## src/rtl/fetch_sequencer.sv

```systemverilog
// Instruction fetch sequencer: owns the PC, issues one request at a time on a
// req/gnt/rvalid instruction memory port, buffers a single fetched instruction
// for decode, and squashes wrong-path responses after a branch redirect.
module fetch_sequencer #(
  parameter logic [31:0] RESET_VAL = 32'h0000_0000
) (
  input  logic        clk,
  input  logic        rst,
  input  logic        branch_i,
  input  logic [31:0] branch_target_i,
  input  logic        stall_i,
  output logic        imem_req_o,
  output logic [31:0] imem_addr_o,
  input  logic        imem_gnt_i,
  input  logic        imem_rvalid_i,
  input  logic [31:0] imem_rdata_i,
  output logic        instr_valid_o,
  output logic [31:0] instr_o,
  output logic [31:0] instr_pc_o
);

  localparam logic [1:0] S_IDLE    = 2'd0;
  localparam logic [1:0] S_FETCH   = 2'd1;
  localparam logic [1:0] S_WAIT    = 2'd2;
  localparam logic [1:0] S_DISCARD = 2'd3;

  logic [1:0]  state_q, state_d;
  logic [31:0] pc_q, pc_d;
  logic [31:0] req_pc_q, req_pc_d;
  logic [31:0] instr_q, instr_d;
  logic [31:0] instr_pc_q, instr_pc_d;
  logic        instr_valid_q, instr_valid_d;

  logic        req;
  logic        accept;
  logic        consume;

  // Request only while the buffer is empty or being drained this cycle, so a
  // response can never land on top of an unconsumed instruction.
  always_comb begin
    req     = (state_q == S_FETCH) && !(instr_valid_q && stall_i);
    accept  = req && imem_gnt_i;
    consume = instr_valid_q && !stall_i;
  end

  // Next-state logic: normal sequencing first, then redirect overrides it.
  always_comb begin
    state_d       = state_q;
    pc_d          = pc_q;
    req_pc_d      = req_pc_q;
    instr_d       = instr_q;
    instr_pc_d    = instr_pc_q;
    instr_valid_d = instr_valid_q && !consume;

    case (state_q)
      S_IDLE: begin
        state_d = S_FETCH;
      end
      S_FETCH: begin
        if (accept) begin
          req_pc_d = pc_q;
          pc_d     = pc_q + 32'd4;
          state_d  = S_WAIT;
        end
      end
      S_WAIT: begin
        if (imem_rvalid_i) begin
          instr_d       = imem_rdata_i;
          instr_pc_d    = req_pc_q;
          instr_valid_d = 1'b1;
          state_d       = S_FETCH;
        end
      end
      default: begin
        // Wrong-path response: drop it and resume fetching.
        if (imem_rvalid_i) begin
          state_d = S_FETCH;
        end
      end
    endcase

    if (branch_i) begin
      pc_d          = branch_target_i & 32'hFFFF_FFFC;
      instr_d       = instr_q;
      instr_pc_d    = instr_pc_q;
      instr_valid_d = 1'b0;
      case (state_q)
        S_IDLE:  state_d = S_FETCH;
        S_FETCH: state_d = accept ? S_DISCARD : S_FETCH;
        default: state_d = imem_rvalid_i ? S_FETCH : S_DISCARD;
      endcase
    end
  end

  // State registers with synchronous reset.
  always_ff @(posedge clk) begin
    if (rst) begin
      state_q       <= S_IDLE;
      pc_q          <= RESET_VAL;
      req_pc_q      <= RESET_VAL;
      instr_q       <= 32'd0;
      instr_pc_q    <= 32'd0;
      instr_valid_q <= 1'b0;
    end else begin
      state_q       <= state_d;
      pc_q          <= pc_d;
      req_pc_q      <= req_pc_d;
      instr_q       <= instr_d;
      instr_pc_q    <= instr_pc_d;
      instr_valid_q <= instr_valid_d;
    end
  end

  assign imem_req_o    = req;
  assign imem_addr_o   = pc_q;
  assign instr_valid_o = instr_valid_q;
  assign instr_o       = instr_q;
  assign instr_pc_o    = instr_pc_q;

endmodule

```

## config.mk

```make
export PLATFORM = sky130hd
export DESIGN_NAME = fetch_sequencer
export DESIGN_NICKNAME = d
export VERILOG_FILES = /design/src/rtl/fetch_sequencer.sv
export SDC_FILE = /design/constraint.sdc
export NUM_CORES = 1
export LEC_CHECK = 0
export BUFFER_PORTS_ARGS = -buffer_cell sky130_fd_sc_hd__buf_2
export CAP_MARGIN = 20
export CORE_MARGIN = 2
export CORE_UTILIZATION = 35
export DETAILED_ROUTE_END_ITERATION = 7
export SETUP_SLACK_MARGIN = 0.15
export SLEW_MARGIN = 20
export SYNTH_ARGS = -nofsm -noshare
export SYNTH_HDL_FRONTEND = slang
export SYNTH_SLANG_ARGS = --single-unit
```

## constraint.sdc

```tcl
create_clock -name clk -period 2.46 [get_ports clk]
set_input_delay 0.615 -clock clk [delete_from_list [all_inputs] [get_ports clk]]
set_output_delay 0.615 -clock clk [all_outputs]
set_load 0.1 [all_outputs]
```

==> out/qor.yml, run 1 <==
global_route:
  gr-usage-all-layers_pct: 17.42
  grt_pass1_wl_um: 20730
  grt_pass1_vias: 4147
  grt_start_max_net_pins: 63
  grt_antenna_before_repair: 0
  gr_overflow_total: 0
timing:
  tns_ps: 0
  layout_min_cycle_time_ps: 2230
  hold_violations: 0
  unrepaired_setup_endpoints_after_global_routing: "false"
  period_share_pct: 90.66
  worst-slew-pin-transition_ps: 635.5
  max_freq_ghz: 0.4484
  hold_ws_ps: 439.9
  relSlewSlack_pct: 57.63
  max_slew_violation_total_from_the_final_report: 0
  clock_skews_ps: 7.218
  timing.final.setup_violations: 0
job:
  cap_violations: 0
synthesis:
  post-synth-top-area-fraction_pct: 50.42
  yosysWarningCount: 0
  synth-seq-area-share_pct: 50.42
  synth.area.top_cells: "dfxtp_1, nand2_1, a21oi_1"
  post_synth_instance_area_mm2: 0.004964
  synth_flop_cell: "dfxtp_1"
  ys_async_sr_fraction_pct: 0
  synthesized_flop_and_latch_total: 125
  synthesis.instances: 630
  number_of_synthesized_flops_with_an_enable_pin: 0
  syn_area_per_cell_um2: 7.879
  synth.lib_cells_used.distinct: 32
  synth_top_cell_by_area: "dfxtp_1"
route:
  wirelength_um: 13280
  drtIter0Drc: 261
  viasPerCell: 4.819
  route.detailed.drc: 0
  vias: 4655
  detail_route.first_pass.iterations: 4
  ant_nets: 0
  wl_per_cell_um: 13.75
status:
  status: "finished, final reports clean"
placed_design:
  buffer_ports.inserted: 161
  place.gp.congestion: 0.8462
  detailedPlacementHpwl_um: 9129
layout:
  drive_gt1_share_pct: 29.52
  antennaDiodeCount: 0
  mostFrequentLayoutCells: "nand2_1, buf_2, dfxtp_1"
  layout.cells.most_common: "nand2_1"
  final.fill_count: 1386
  final_net_count: 844
  layout-area-overhead-vs-synth_pct: 32.87
  utilization_pct: 47.51
power:
  worst_ir_drop_on_vdd_mv: 0.4308
  p_total_mw: 5.381
  total_leakage_power_nw: 2.606
  p_per_area_mw_per_mm2: 816.0
clock_tree:
  cts_inserted_buffers: 17
  tritoncts_clock_tree: "yes"
  clockBufferDepth: 2
  number_of_setup_buffers_added_after_cts: 0
  h-tree-depth: 4
  clk_pin_slew_worst_paths_ps: 60
  clock_latency_ps: 410
  numClockSinks: 125
  cts.hold.buffers_added: 0
  cts_root_buffer: "clkbuf_16"
critical_path:
  critical_path.startpoint_type: "flop"
  timing.reg2reg.worst_path_depth: 5
  worst-endpoint-arrival_ps: 2560
  rrSetupSlack_ps: 230
  criticalPathCategory: "flop to flop"
  worst-endpoint-required_ps: 2790
  crit-reg2reg-launch: "imem_addr_o[15]"
  regToRegEndpoint: "imem_addr_o[25]"
  critPathCaptureType: "flop"
  critical_path.max_fanout: 7
floorplanning:
  initial_standard_cell_utilization_of_the_core_pct: 35.76
  core_area_mm2: 0.01388
  io_pins: 168
  core.rowCount: 43
  chipWidth_um: 123.1
  design.die.area_mm2: 0.01515
  die_y_um: 123.1
min_path:
  timing.hold.worst_endpoint: "instr_o[16]"
  hold_class: "input port to flop"
  hold_depth: 3
  timing.hold.worst.start: "imem_rdata_i[16]"
## layout make-up
class / instances / area, um2 / share of cell area [%]
Inverter: 6 / 22.52 / 0.3415
Sequential cell: 125 / 2550 / 38.66
Timing Repair Buffer: 171 / 910.9 / 13.81
Multi-Input combinational cell: 452 / 2253 / 34.17
Clock inverter: 9 / 102.6 / 1.556
Clock buffer: 23 / 530.5 / 8.044
Tap cell: 180 / 225.2 / 3.415
## cell families after synthesis
kind of cell / count (synthesis) / synth area share [%]
other: 1 / 0.07555
adder cells (fa/ha/maj): 1 / 0.2520
AND/OR/NAND/NOR: 287 / 24.88
flip-flops: 125 / 50.42
XOR/XNOR: 25 / 4.411
buffers and inverters: 56 / 4.688
AO/OA/AOI/OAI: 135 / 15.28
## registers in the layout, summed over array words and instances (netlist names)
signal	count
instr_valid_o	1
imem_addr_o	30
instr_o	32
req_pc_q	30
state_q	2
instr_pc_o	30
## cells in the mapped netlist (5+ instances only)
master,instances
and2_1,5
nand3_1,10
nand4_1,9
inv_1,6
a21oi_1,96
nor2_1,25
o21ai_0,5
a211oi_1,20
clkbuf_1,40
nor3_1,7
dfxtp_1,125
nand2_1,199
nor4_1,13
xnor2_1,23
buf_4,6
or3_1,7
## worst max-delay path by stage
stage / start / to / depth (start not counted)
final: imem_addr_o[15] / imem_addr_o[25] / 5
after global routing: imem_addr_o[15] / imem_addr_o[25] / 5
after CTS: imem_addr_o[2] / imem_addr_o[25] / 5
after detailed placement: imem_addr_o[2] / imem_addr_o[25] / 5
after global placement: imem_addr_o[2] / imem_addr_o[25] / 5
after floorplan: imem_addr_o[5] / imem_addr_o[25] / 6
## report_power, final
part           switching (mW)  total, mW  leakage (nW)  internal [mW]
registers              0.0736       2.16          1.03           2.09
logic                   0.491      0.630          1.26          0.139
clock network           0.879       2.59         0.319           1.71
## metrics by stage
stage          area, um2  std cells  worst slack, ps
4_1_cts             6593        966            190.1
2_1_floorplan       5030        633            54.83
3_5_place_dp        5957        934            199.3
5_1_grt             6595        966            165.8
6_report            6595        966            229.8
3_3_place_gp        5957        934            233.3
## per-layer routing
layer,vias up,wire (um),global-route usage [%]
li1,2395,-,-
met1,2106,6431,24.76
met2,137,5807,25.31
met3,17,858,4.935
met4,0,181,5.824
met5,-,0,0
## critical path, stage by stage, from the launching register on
cell	delay [ps]
dfxtp_2	390
nand3_1	90
or4_4	560
or4_4	540
or3_1	320
a311oi_1	240
## timing repair
item,CTS,global route
pin swaps,0,1
endpoints found under the setup margin,1,2
gates cloned,0,0
gates resized for setup,1,1
Power figures use the tool's default switching activity.
==> run 2: changes to the inputs <==
==> constraint.sdc (replaced) <==
create_clock -name clk -period 2.46 [get_ports clk]
set_input_delay 0.246 -clock clk [delete_from_list [all_inputs] [get_ports clk]]
set_output_delay 0.246 -clock clk [all_outputs]
set_load 0.1 [all_outputs]
==> run 2 against run 1 <==
Setup slack worse by 4.0 ps. Largest cell class unchanged. Clock skew rose by 7.0 ps. Final cell count fell by 0.10%. Utilization fell by 0.37 points.
==> out/qor.yml, run 2 (synthesized netlist as in run 1, its figures left out) <==
status:
  status: "finished, final reports clean"
route:
  drtIter0Drc: 183
  ant_nets: 0
  route.detailed.drc: 0
  viasPerCell: 4.799
  wirelength_um: 13220
  detail_route.first_pass.iterations: 4
  vias: 4631
  wl_per_cell_um: 13.70
layout:
  layout.cells.non_filler: 965
  layout.cells.most_common: "nand2_1"
  final_net_count: 843
  mostFrequentLayoutCells: "nand2_1, buf_2, dfxtp_1"
  utilization_pct: 47.14
  layout-area-overhead-vs-synth_pct: 31.84
  max_reg_flops: 32
  antennaDiodeCount: 0
  drive_gt1_share_pct: 29.30
global_route:
  grt_pass1_vias: 4088
  grt_start_max_net_pins: 64
  grt_antenna_before_repair: 0
  gr-usage-all-layers_pct: 17.29
  grt_pass1_wl_um: 20420
  gr_overflow_total: 0
timing:
  clock_skews_ps: 14.22
  layout_min_cycle_time_ps: 2234
  timing.final.setup_violations: 0
  hold_violations: 0
  max_slew_violation_total_from_the_final_report: 0
  unrepaired_setup_endpoints_after_global_routing: "false"
  max_freq_ghz: 0.4476
  period_share_pct: 90.82
  worst-slew-pin-transition_ps: 695.2
  relSlewSlack_pct: 53.65
  tns_ps: 0
clock_tree:
  clk_pin_slew_worst_paths_ps: 60
  clock_latency_ps: 410
  numClockSinks: 125
  cts_root_buffer: "clkbuf_16"
  clockBufferDepth: 2
  tritoncts_clock_tree: "yes"
  h-tree-depth: 4
  number_of_setup_buffers_added_after_cts: 0
  cts_inserted_buffers: 17
  cts.hold.buffers_added: 0
critical_path:
  crit_path_max_delay_family: "simple AND/OR/NAND/NOR gates"
  cp.buffers_inverters: 0
  crit_path_top_delay_cell: "or4_4"
  worst-endpoint-arrival_ps: 2550
  critical_path.most_common_cell: "or4_4"
  crit_chain: "nand2_1 > or4_4 > or4_4 > or3_1 > a311oi_2"
  criticalPathCategory: "flop to flop"
  critical_path.max_fanout: 8
  worst_path_largest_cell_delay_ps: 580
  critPathCaptureType: "flop"
  critical_path.startpoint_type: "flop"
  worst-endpoint-required_ps: 2780
floorplanning:
  core.rowCount: 43
  chipWidth_um: 123.1
  core_area_mm2: 0.01388
  initial_standard_cell_utilization_of_the_core_pct: 35.76
  io_pins: 168
  design.die.area_mm2: 0.01515
  die_y_um: 123.1
placed_design:
  detailedPlacementHpwl_um: 9203
  placed_cells_incl_taps: 933
  buffer_ports.inserted: 161
  place.gp.congestion: 0.8803
power:
  worst_ir_drop_on_vdd_mv: 0.4333
  total_leakage_power_nw: 2.578
  p_per_area_mw_per_mm2: 804.8
job:
  cap_violations: 0
min_path:
  hold_class: "input port to flop"
==> run 2: what timing repair did <==
item / 4_1_cts / 5_1_grt
setup endpoints to repair: 0 / 1
endpoints found under the hold margin: 0 / 0
resized for setup: 0 / 2
==> run 2: stage by stage <==
stage | setup slack (ps) | area (um2) | total power, mW | hold slack (ps)
after floorplan | 54.83 | 5030 | 2.681 | 380.3
after global placement | 226.8 | 5937 | 2.823 | 438.9
after detailed placement | 231.9 | 5937 | 2.831 | 442.5
after CTS | 188.2 | 6531 | 5.324 | 56.93
after global routing | 161.0 | 6544 | 5.459 | 60.56
final | 225.8 | 6544 | 5.266 | 75.27
==> run 2: area by class of cell <==
cell class,instances,area [um2]
fill,1399,7337
timing repair buffer,170,888.4
inverter,6,22.52
clock buffer,22,485.5
multi-input combinational,452,2263
tap,180,225.2
clock inverter,10,108.9
sequential,125,2550
==> run 2: where the power goes <==
| group | switching (mW) | total [mW] | internal, mW |
|---|---|---|---|
| Combinational | 0.493 | 0.632 | 0.139 |
| Clock | 0.879 | 2.48 | 1.60 |
| Sequential | 0.0706 | 2.16 | 2.09 |
| Total | 1.44 | 5.27 | 3.82 |
==> run 2: worst paths after layout <==
check / from / endpoint / slack [ps] / cells past startpoint
min reg2reg: req_pc_q[19] / instr_pc_o[19] / 450 / 2
max reg2reg: imem_addr_o[14] / imem_addr_o[25] / 230 / 5
min: imem_rdata_i[31] / instr_o[31] / 80 / 3
max: imem_addr_o[14] / imem_addr_o[25] / 230 / 5
==> run 2: worst reg2reg max path: cells and delay by family, from the launching register on <==
kind	cells	cell delay (ps)
flip-flops	1	380
AND/OR/NAND/NOR	4	1520
AO/OA/AOI/OAI	1	230
==> run 2: per-layer routing <==
metal | vias to the layer above | wire length, um | share of wire [%] | global-route usage (%)
met5 | - | 0 | 0 | 0
met4 | 0 | 147 | 1.1 | 5.824
met3 | 13 | 870 | 6.6 | 5.074
met2 | 141 | 5689 | 43 | 25.41
met1 | 2069 | 6509 | 49 | 24.21
li1 | 2408 | - | - | -
==> run 3: changes to the inputs <==
==> constraint.sdc (replaced) <==
create_clock -name clk -period 2.46 [get_ports clk]
set_input_delay 0.246 -clock clk [delete_from_list [all_inputs] [get_ports clk]]
set_output_delay 0.246 -clock clk [all_outputs]
set_load 0.05 [all_outputs]
==> run 3 against run 2 <==
Flip-flop and latch count stayed put. Utilization grew 0.33 points. Via count increased by 0.82%. Count of clock-buffer cells in the layout is the same. Combinational power decreased by 26%. Hold slack got worse by 4.6 ps. Total power increased by 0.75%. First-iteration DRC count up 3.8%. Setup slack about the same. Register-to-register slack about the same. Routed wire length is 0.86% higher. Global-route usage is 0.16 points higher.
==> out/qor.yml, run 3 (synthesized netlist as in run 1, its figures left out) <==
floorplanning:
  die_y_um: 123.1
  core_area_mm2: 0.01388
  chipWidth_um: 123.1
  io_pins: 168
  design.die.area_mm2: 0.01515
  initial_standard_cell_utilization_of_the_core_pct: 35.76
  core.rowCount: 43
critical_path:
  worst-endpoint-required_ps: 2780
  endpoint: "imem_addr_o[25]"
  crit_path_top_delay_cell: "or4_4"
  critical_path.max_fanout: 7
  crit_chain: "nand2_2 > or4_4 > or4_4 > or3_1 > a311oi_1"
  rrSetupSlack_ps: 230
  worst-endpoint-arrival_ps: 2550
  critical_path.startpoint_type: "flop"
  critPathCaptureType: "flop"
  critical_path.most_common_cell: "or4_4"
  crit_path_max_delay_family: "simple AND/OR/NAND/NOR gates"
  cp.buffers_inverters: 0
  worst_path_largest_cell_delay_ps: 570
  worst_setup_path_startpoint: "imem_addr_o[3]"
  crit-reg2reg-launch: "imem_addr_o[3]"
  regToRegEndpoint: "imem_addr_o[25]"
  criticalPathCategory: "flop to flop"
  timing.reg2reg.worst_path_depth: 5
  critical_path_depth: 5
layout:
  mostFrequentLayoutCells: "nand2_1, buf_2, dfxtp_1"
  final_net_count: 844
  layout.cells.most_common: "nand2_1"
  max_reg_flops: 32
  layout-area-overhead-vs-synth_pct: 32.77
  antennaDiodeCount: 0
  drive_gt1_share_pct: 28.88
timing:
  period_share_pct: 90.83
  hold_ws_ps: 70.67
  timing.final.setup_violations: 0
  clock_skews_ps: 5.251
  hold_violations: 0
  max_freq_ghz: 0.4476
  tns_ps: 0
  layout_min_cycle_time_ps: 2234
  unrepaired_setup_endpoints_after_global_routing: "true"
  worst-slew-pin-transition_ps: 657.3
  relSlewSlack_pct: 56.18
  max_slew_violation_total_from_the_final_report: 0
global_route:
  grt_pass1_vias: 4134
  grt_start_max_net_pins: 63
  groute.layer.met3.usage_pct: 3.967
  gr_overflow_total: 0
  met2_usage_pct: 26.38
  met1_grt_util_pct: 24.07
  gr-usage-all-layers_pct: 17.45
  grt_pass1_wl_um: 20620
  grt_antenna_before_repair: 0
  grt_busiest_layer: "met2"
clock_tree:
  clk_pin_slew_worst_paths_ps: 60
  clock_latency_ps: 410
  h-tree-depth: 4
  clockBufferDepth: 2
  cts_root_buffer: "clkbuf_16"
  cts_inserted_buffers: 17
  cts.hold.buffers_added: 0
  numClockSinks: 125
  tritoncts_clock_tree: "yes"
placed_design:
  detailedPlacementHpwl_um: 9251
  place.gp.congestion: 0.8399
  buffer_ports.inserted: 161
route:
  viasPerCell: 4.833
  wl_per_cell_um: 13.80
  vias: 4669
  detail_route.first_pass.iterations: 4
  route.detailed.drc: 0
  wirelength_um: 13330
  ant_nets: 0
  drtIter0Drc: 190
power:
  p_per_area_mw_per_mm2: 805.1
  total_leakage_power_nw: 2.600
  worst_ir_drop_on_vdd_mv: 0.4566
min_path:
  hold_class: "input port to flop"
status:
  status: "finished, final reports clean"
job:
  cap_violations: 0
==> run 3: changes by cell type in the layout (fill, tap and decap cells not counted), sizes merged <==
cell    before  now
bufinv       2    4
buf        170  171
clkinv       5    4
inv          8    7
==> run 3: cell type report <==
| type | instances | area (um2) |
|---|---|---|
| repair buffers | 171 | 895.9 |
| clock buffers | 22 | 485.5 |
| flip-flops and latches | 125 | 2546 |
| inverters | 6 | 22.52 |
| clock inverters | 10 | 157.7 |
| multi-input cells | 452 | 2257 |
| well taps | 180 | 225.2 |
| fillers | 1388 | 7291 |
==> run 3: tightest hold or removal path: stages <==
cell and delay (ps):
buf_2 90, nand2_1 40, a21oi_1 50
==> run 3: metal layers <==
metal	up-vias	wire length [um]
li1	2403	-
met1	2112	6446
met2	146	5924
met3	8	828
met4	0	131
met5	-	0
==> run 3: how the worst min path moves through the flow <==
stage	startpoint	end	cells past startpoint
3_5_place_dp	instr_pc_o[8]	instr_pc_o[8]	2
3_3_place_gp	instr_o[0]	instr_o[0]	2
5_1_grt	imem_rdata_i[23]	instr_o[23]	3
4_1_cts	imem_rdata_i[16]	instr_o[16]	3
2_1_floorplan	branch_target_i[4]	imem_addr_o[4]	2
6_report	imem_rdata_i[2]	instr_o[2]	3
==> run 3: where the power goes <==
group	internal, mW	switching, mW
Sequential	2.08	0.0700
Combinational	0.140	0.327
Clock	1.81	0.878
Total	4.03	1.27
==> run 3: repair_timing <==
action                     4_1_cts  5_1_grt
buffers inserted                 0        0
resized for setup                0        3
setup endpoints to repair        0        1
==> run 3: through the flow <==
stage	power (mW)	cell area, um2	utilization [%]	setup slack, ps	instances
after CTS	5.360	6579	47.39	187.9	966
after detailed placement	2.665	5936	42.76	207.6	934
after global placement	2.657	5936	42.76	242.2	934
after floorplan	2.514	5021	-	158.2	633
after global routing	5.499	6590	47.48	138.6	966
final	5.306	6590	47.48	225.6	966
